==> src/rtl/btb_ctrl.sv <==
// Branch target buffer with misprediction redirect control.
// Direct-mapped table: lookup is combinational and resolution updates the table.
// A mispredict produces a one-cycle flush/redirect pulse.
// FLUSH_LEN cycles of wrong-path suppression then follow.
// Branch and mispredict counters saturate.
module btb_ctrl #(
  parameter int ENTRIES   = 8,
  parameter int FLUSH_LEN = 2
) (
  input  logic        clk_i,
  input  logic        rst_ni,
  input  logic [31:0] if_pc_i,
  input  logic        if_valid_i,
  output logic        pred_taken_o,
  output logic [31:0] pred_target_o,
  input  logic        ex_valid_i,
  input  logic [31:0] ex_pc_i,
  input  logic        ex_is_branch_i,
  input  logic        ex_taken_i,
  input  logic [31:0] ex_target_i,
  input  logic        ex_pred_taken_i,
  input  logic [31:0] ex_pred_target_i,
  output logic        flush_o,
  output logic        redirect_valid_o,
  output logic [31:0] redirect_pc_o,
  input  logic        clr_stats_i,
  output logic [15:0] br_count_o,
  output logic [15:0] mispred_count_o
);

  localparam int IDX_W = $clog2(ENTRIES);
  localparam int TAG_W = 30 - IDX_W;
  localparam int CNT_W = (FLUSH_LEN > 1) ? $clog2(FLUSH_LEN) : 1;

  typedef enum logic {IDLE, FLUSH} state_e;

  // Table storage: valid/counter are reset, tag/target are don't-care while invalid
  logic             valid_q  [ENTRIES];
  logic [1:0]       ctr_q    [ENTRIES];
  logic [TAG_W-1:0] tag_q    [ENTRIES];
  logic [31:0]      target_q [ENTRIES];

  state_e           state_q;
  logic [CNT_W-1:0] flush_cnt_q;
  logic             flush_q;
  logic             redirect_valid_q;
  logic [31:0]      redirect_pc_q;
  logic [15:0]      br_count_q;
  logic [15:0]      mispred_count_q;

  logic [IDX_W-1:0] if_idx, ex_idx;
  logic [TAG_W-1:0] if_tag, ex_tag;
  logic             if_hit, ex_hit;
  logic             accept, mispredict;
  logic [1:0]       ex_ctr_d;

  assign if_idx = if_pc_i[2 +: IDX_W];
  assign if_tag = if_pc_i[31 -: TAG_W];
  assign ex_idx = ex_pc_i[2 +: IDX_W];
  assign ex_tag = ex_pc_i[31 -: TAG_W];

  // Lookup sees pre-update table contents; there is no bypass from EX
  assign if_hit        = if_valid_i & valid_q[if_idx] & (tag_q[if_idx] == if_tag);
  assign pred_taken_o  = if_hit & ctr_q[if_idx][1];
  assign pred_target_o = pred_taken_o ? target_q[if_idx] : if_pc_i + 32'd4;

  // Resolutions arriving while flushing belong to wrong-path work and are dropped
  assign ex_hit     = valid_q[ex_idx] & (tag_q[ex_idx] == ex_tag);
  assign accept     = ex_valid_i & ex_is_branch_i & (state_q == IDLE);
  assign mispredict = accept & ((ex_taken_i != ex_pred_taken_i) |
                      (ex_taken_i & ex_pred_taken_i & (ex_target_i != ex_pred_target_i)));

  // Saturating 2-bit counter step for the resolving entry
  always_comb begin
    ex_ctr_d = ctr_q[ex_idx];
    if (ex_taken_i && ctr_q[ex_idx] != 2'b11)
      ex_ctr_d = ctr_q[ex_idx] + 2'b01;
    else if (!ex_taken_i && ctr_q[ex_idx] != 2'b00)
      ex_ctr_d = ctr_q[ex_idx] - 2'b01;
  end

  // Redirect FSM: one-cycle flush/redirect pulse, then hold FLUSH for FLUSH_LEN cycles
  always_ff @(posedge clk_i or negedge rst_ni) begin
    if (!rst_ni) begin
      state_q          <= IDLE;
      flush_cnt_q      <= '0;
      flush_q          <= 1'b0;
      redirect_valid_q <= 1'b0;
      redirect_pc_q    <= 32'd0;
    end else begin
      flush_q          <= 1'b0;
      redirect_valid_q <= 1'b0;
      case (state_q)
        IDLE: begin
          if (mispredict) begin
            state_q          <= FLUSH;
            flush_cnt_q      <= CNT_W'(FLUSH_LEN - 1);
            flush_q          <= 1'b1;
            redirect_valid_q <= 1'b1;
            redirect_pc_q    <= ex_taken_i ? ex_target_i : ex_pc_i + 32'd4;
          end
        end
        FLUSH: begin
          if (flush_cnt_q == '0)
            state_q <= IDLE;
          else
            flush_cnt_q <= flush_cnt_q - 1'b1;
        end
        default: state_q <= IDLE;
      endcase
    end
  end

  // Valid bits and counters: train on hit, allocate weakly-taken on taken miss
  always_ff @(posedge clk_i or negedge rst_ni) begin
    if (!rst_ni) begin
      for (int i = 0; i < ENTRIES; i++) begin
        valid_q[i] <= 1'b0;
        ctr_q[i]   <= 2'b00;
      end
    end else if (accept) begin
      if (ex_hit) begin
        ctr_q[ex_idx] <= ex_ctr_d;
      end else if (ex_taken_i) begin
        valid_q[ex_idx] <= 1'b1;
        ctr_q[ex_idx]   <= 2'b10;
      end
    end
  end

  // Tag/target payload: any taken resolution writes the target, misses also write the tag
  always_ff @(posedge clk_i) begin
    if (accept && ex_taken_i) begin
      target_q[ex_idx] <= ex_target_i;
      if (!ex_hit)
        tag_q[ex_idx] <= ex_tag;
    end
  end

  // Statistics: clear wins over a same-cycle increment, both counters saturate
  always_ff @(posedge clk_i or negedge rst_ni) begin
    if (!rst_ni) begin
      br_count_q      <= 16'd0;
      mispred_count_q <= 16'd0;
    end else if (clr_stats_i) begin
      br_count_q      <= 16'd0;
      mispred_count_q <= 16'd0;
    end else begin
      if (accept && br_count_q != 16'hFFFF)
        br_count_q <= br_count_q + 16'd1;
      if (mispredict && mispred_count_q != 16'hFFFF)
        mispred_count_q <= mispred_count_q + 16'd1;
    end
  end

  assign flush_o          = flush_q;
  assign redirect_valid_o = redirect_valid_q;
  assign redirect_pc_o    = redirect_pc_q;
  assign br_count_o       = br_count_q;
  assign mispred_count_o  = mispred_count_q;

endmodule

==> config.mk <==
export PLATFORM = sky130hd
export DESIGN_NAME = btb_ctrl
export DESIGN_NICKNAME = d
export VERILOG_FILES = /design/src/rtl/btb_ctrl.sv
export SDC_FILE = /design/constraint.sdc
export NUM_CORES = 1
export LEC_CHECK = 0
export BUFFER_PORTS_ARGS = -buffer_cell sky130_fd_sc_hd__buf_2
export CAP_MARGIN = 10
export CORE_ASPECT_RATIO = 1.75
export CORE_MARGIN = 3
export CORE_UTILIZATION = 60
export CTS_BUF_LIST = sky130_fd_sc_hd__clkbuf_16
export CTS_CLUSTER_SIZE = 14
export DETAILED_ROUTE_END_ITERATION = 7
export GPL_TIMING_DRIVEN = 0
export PLACE_DENSITY = 0.85
export REMOVE_ABC_BUFFERS = 1
export SLEW_MARGIN = 20
export SYNTH_ARGS = -nofsm -noshare
export SYNTH_HDL_FRONTEND = slang
export SYNTH_SLANG_ARGS = --single-unit
==> constraint.sdc <==
create_clock -name clk_i -period 4.7 [get_ports clk_i]
set_clock_uncertainty 0.15 [all_clocks]
set_input_delay 0 -clock clk_i [delete_from_list [all_inputs] [get_ports clk_i]]
set_output_delay 0 -clock clk_i [all_outputs]
set_load 0.05 [all_outputs]
==> results.json <==
{
  "status": "complete, but fails checks",
  "violations": "setup timing",
  "cap_violations": 0,
  "synth-async-reset-ratio_pct": 16.2,
  "cts_setup_buffers": 0,
  "syn_avg_cell_area_um2": 16.3,
  "grt_max_degree": 80,
  "nNetsFinal": 2041,
  "fp.dieH_um": 282,
  "ys.flop_type": "edfxtp_1",
  "wl_met2_um": 37300,
  "r2r_setup_slack_ns": 0.78,
  "clock_latency_ns": 0.60,
  "internal-power_mw": 8.07,
  "synth_edf_count": 472,
  "synthCells": 1599,
  "met3_length_um": 5920,
  "crit_path_start_kind": "flop",
  "endpoint_kind": "output pin",
  "root_buffer": "clkbuf_16",
  "utilization_pct": 71.6,
  "reg2reg_depth": 9,
  "worst-path-max-fanout": 14,
  "r2r_end": "tag_q[3][24]$_DFFE_PP_",
  "finalHoldViolations": 0,
  "netSwitchingFraction_pct": 27.1,
  "power.switching_mw": 3.00,
  "power_leakage_nw": 11.0,
  "place_area_um2": 28500,
  "detail_route.first_pass.iterations": 6,
  "dp_slack_ns": -0.0578,
  "cts.htree.levels": 2,
  "ios": 235,
  "fp.dieArea_um2": 46200,
  "cts_buffer_depth": 3,
  "row_count": 100,
  "min_to": "redirect_valid_o$_DFF_PN0_",
  "clock-sinks": 563,
  "viasPerCell": 6.70,
  "start_util_pct": 61.1,
  "p_per_area_nw_per_um2": 361,
  "slew_viol_final": 0,
  "ys_warn_count": 0,
  "r2r-start": "tag_q[4][23]$_DFFE_PP_",
  "area.growth.synth_to_final_pct": 17.3,
  "cp_data_required_time_ns": 4.55,
  "numCtsBuffers": 49,
  "synth.cell_area_um2": 26100,
  "drive_gt1_share_pct": 28.6,
  "hold_path_class": "input pin to flop",
  "routabilityCongestion": 0.870,
  "power_frac_seq_pct": 51.3,
  "wl_met1_um": 23500,
  "min_from": "ex_pred_taken_i",
  "setup_ws_ns": -0.0220,
  "finalSetupViolCount": 2,
  "grt_pass1_wl_um": 107000,
  "first_global_vias": 17300,
  "finalWirelength_um": 72300,
  "dp_hpwl_um": 48200,
  "worstPathArrival_ns": 4.57,
  "place.port_buffers": 234,
  "die_w_um": 164,
  "clkTransAtPathRegs_ns": 0.07,
  "rsz0062_at_grt": "false",
  "tightest_slew_ns": 1.07,
  "design_area_um2": 30700,
  "dr.max_layer_used": "met5",
  "clkPwrFrac_pct": 33.4,
  "timing.hold.ws_ns": 0.113,
  "clock.fmax_mhz": 212,
  "vias": 16700,
  "max_slew_margin_pct": 27.9,
  "drt_first_iter_violations": 1951,
  "design.core.area_um2": 42800,
  "antenna_found_initial": 2,
  "yosysUniqueCellTypes": 52,
  "min_delay_path_depth": 5,
  "drtAntennaViolNets": 0,
  "fin_crit_sh_pct": 100,
  "criticalPathCategory": "flop to output pin",
  "drc": 0,
  "comb_power_share_pct": 15.2,
  "cts_tree": "yes",
  "overflow": 0,
  "yosysSeqAreaShare_pct": 62.9,
  "layout_commonest_cell": "edfxtp_1",
  "ir_worst_vdd_mv": 0.270,
  "wl_per_cell_um": 29.0,
  "mostFrequentLayoutCells": "472 x edfxtp_1, 226 x buf_2, 172 x mux4_2",
  "grt.total_usage_pct": 31.5,
  "fin_crit_ns": 4.72,
  "setup_tns_ns": -0.0404,
  "ys_seq_elements": 563
}
==> per-stage QoR <==
stage          total power, mW  std cells
2_1_floorplan             6.71       1516
3_3_place_gp              7.33       2311
3_5_place_dp              7.39       2339
4_1_cts                   11.1       2494
5_1_grt                   11.4       2496
6_report                  11.1       2497
==> state kept, by name, summed over array words and instances, names as in the netlist <==
signal            count
state_q               1
redirect_valid_o      1
br_count_o           16
flush_cnt_q           1
valid_q               8
tag_q               216
target_q            256
mispred_count_o      16
redirect_pc_o        32
ctr_q                16
==> worst max-delay path, stage by stage (launching register included) <==
cell	delay (ns)
edfxtp_1	0.39
mux4_2	0.48
mux2i_1	0.31
xor2_1	0.52
nand4_1	0.23
nor4_2	0.72
and2_4	0.49
mux2i_1	0.15
a211oi_1	0.37
buf_2	0.33
==> Yosys cell counts (2+ instances only) <==
library cell	instances	share of area [%]
a31oi_1	3	0.072
a22oi_1	10	0.29
xnor2_1	57	1.9
o21a_1	3	0.086
and2_1	10	0.24
clkbuf_1	42	0.60
edfxtp_1	472	54
nand3_1	33	0.63
mux4_2	172	15
nor4_1	16	0.38
and4_1	10	0.34
and3_1	17	0.41
a21o_1	2	0.057
a211oi_1	4	0.11
buf_4	7	0.20
o21bai_1	8	0.23
a22o_1	9	0.30
a2111oi_0	2	0.067
buf_1	6	0.086
o21ai_0	34	0.65
o2111ai_1	3	0.10
inv_2	2	0.029
xor2_1	104	3.5
nand2b_1	11	0.26
buf_6	2	0.086
buf_2	26	0.50
mux2i_1	112	4.3
nand2_1	73	1.0
inv_1	21	0.30
a21oi_1	30	0.57
mux2_2	31	1.3
nand4_1	31	0.74
nor3_1	11	0.21
dfrtp_1	91	8.7
ha_1	7	0.34
nor2b_1	8	0.19
or3_1	6	0.14
nor2_1	99	1.4
==> kinds of logic (layout without fill, tap and decap cells) <==
| group | Yosys count | in the layout | share of synthesized area (%) |
|---|---|---|---|
| muxes | 315 | 315 | 20.4 |
| DFF | 563 | 563 | 62.9 |
| buffers and inverters | 106 | 439 | 1.80 |
| adders and majority gates | 7 | 7 | 0.335 |
| AOI/OAI and AO/OA | 115 | 115 | 2.83 |
| and+or+nand+nor | 332 | 334 | 6.25 |
| other | 0 | 2 | 0 |
| xor gates and xnor gates | 161 | 161 | 5.40 |
==> final cells by class <==
cell class / instances / area (µm²)
well taps: 561 / 702
flip-flops and latches: 563 / 16500
fillers: 2575 / 12100
diodes: 2 / 5.00
repair buffers: 329 / 2610
inverters: 23 / 88.8
clock inverters: 37 / 168
clock buffers: 50 / 1250
multi-input cells: 932 / 9380
==> per-layer routing <==
metal,GRT usage [%],vias up
met1,37.4,8373
met4,20.6,2
li1,-,6880
met3,4.63,294
met2,53.5,1185
met5,0,-
==> worst max-delay path by stage <==
| stage | slack [ns] | from | end |
|---|---|---|---|
| after floorplan | 0.16 | if_pc_i[4] | pred_target_o[5] |
| after global placement | -3.55 | if_pc_i[2] | pred_target_o[6] |
| after detailed placement | -0.06 | if_pc_i[2] | pred_target_o[5] |
| after CTS | 0.08 | tag_q[6][24]$_DFFE_PP_ | pred_target_o[5] |
| after global routing | 0.02 | tag_q[7][24]$_DFFE_PP_ | pred_target_o[6] |
| final | -0.02 | tag_q[6][24]$_DFFE_PP_ | pred_target_o[6] |
==> power groups by stage <==
stage | logic (mW) | clock network (mW) | registers (mW)
floorplan | 0.590 | 0 | 6.12
global placement | 1.56 | 0 | 5.77
detailed placement | 1.61 | 0 | 5.78
CTS | 1.67 | 3.73 | 5.68
global route | 1.76 | 3.92 | 5.69
finish | 1.69 | 3.70 | 5.68
==> timing repair <==
| action | in CTS | in global routing |
|---|---|---|
| endpoints found under the hold margin | 627 | 0 |
| pin swaps | 1 | 1 |
| gates resized for setup | 1 | 2 |
| endpoints found under the setup margin | 6 | 3 |
| gates cloned | 1 | 1 |
| hold buffers | 67 | 0 |
No activity file was read; power rests on OpenSTA's default activity.
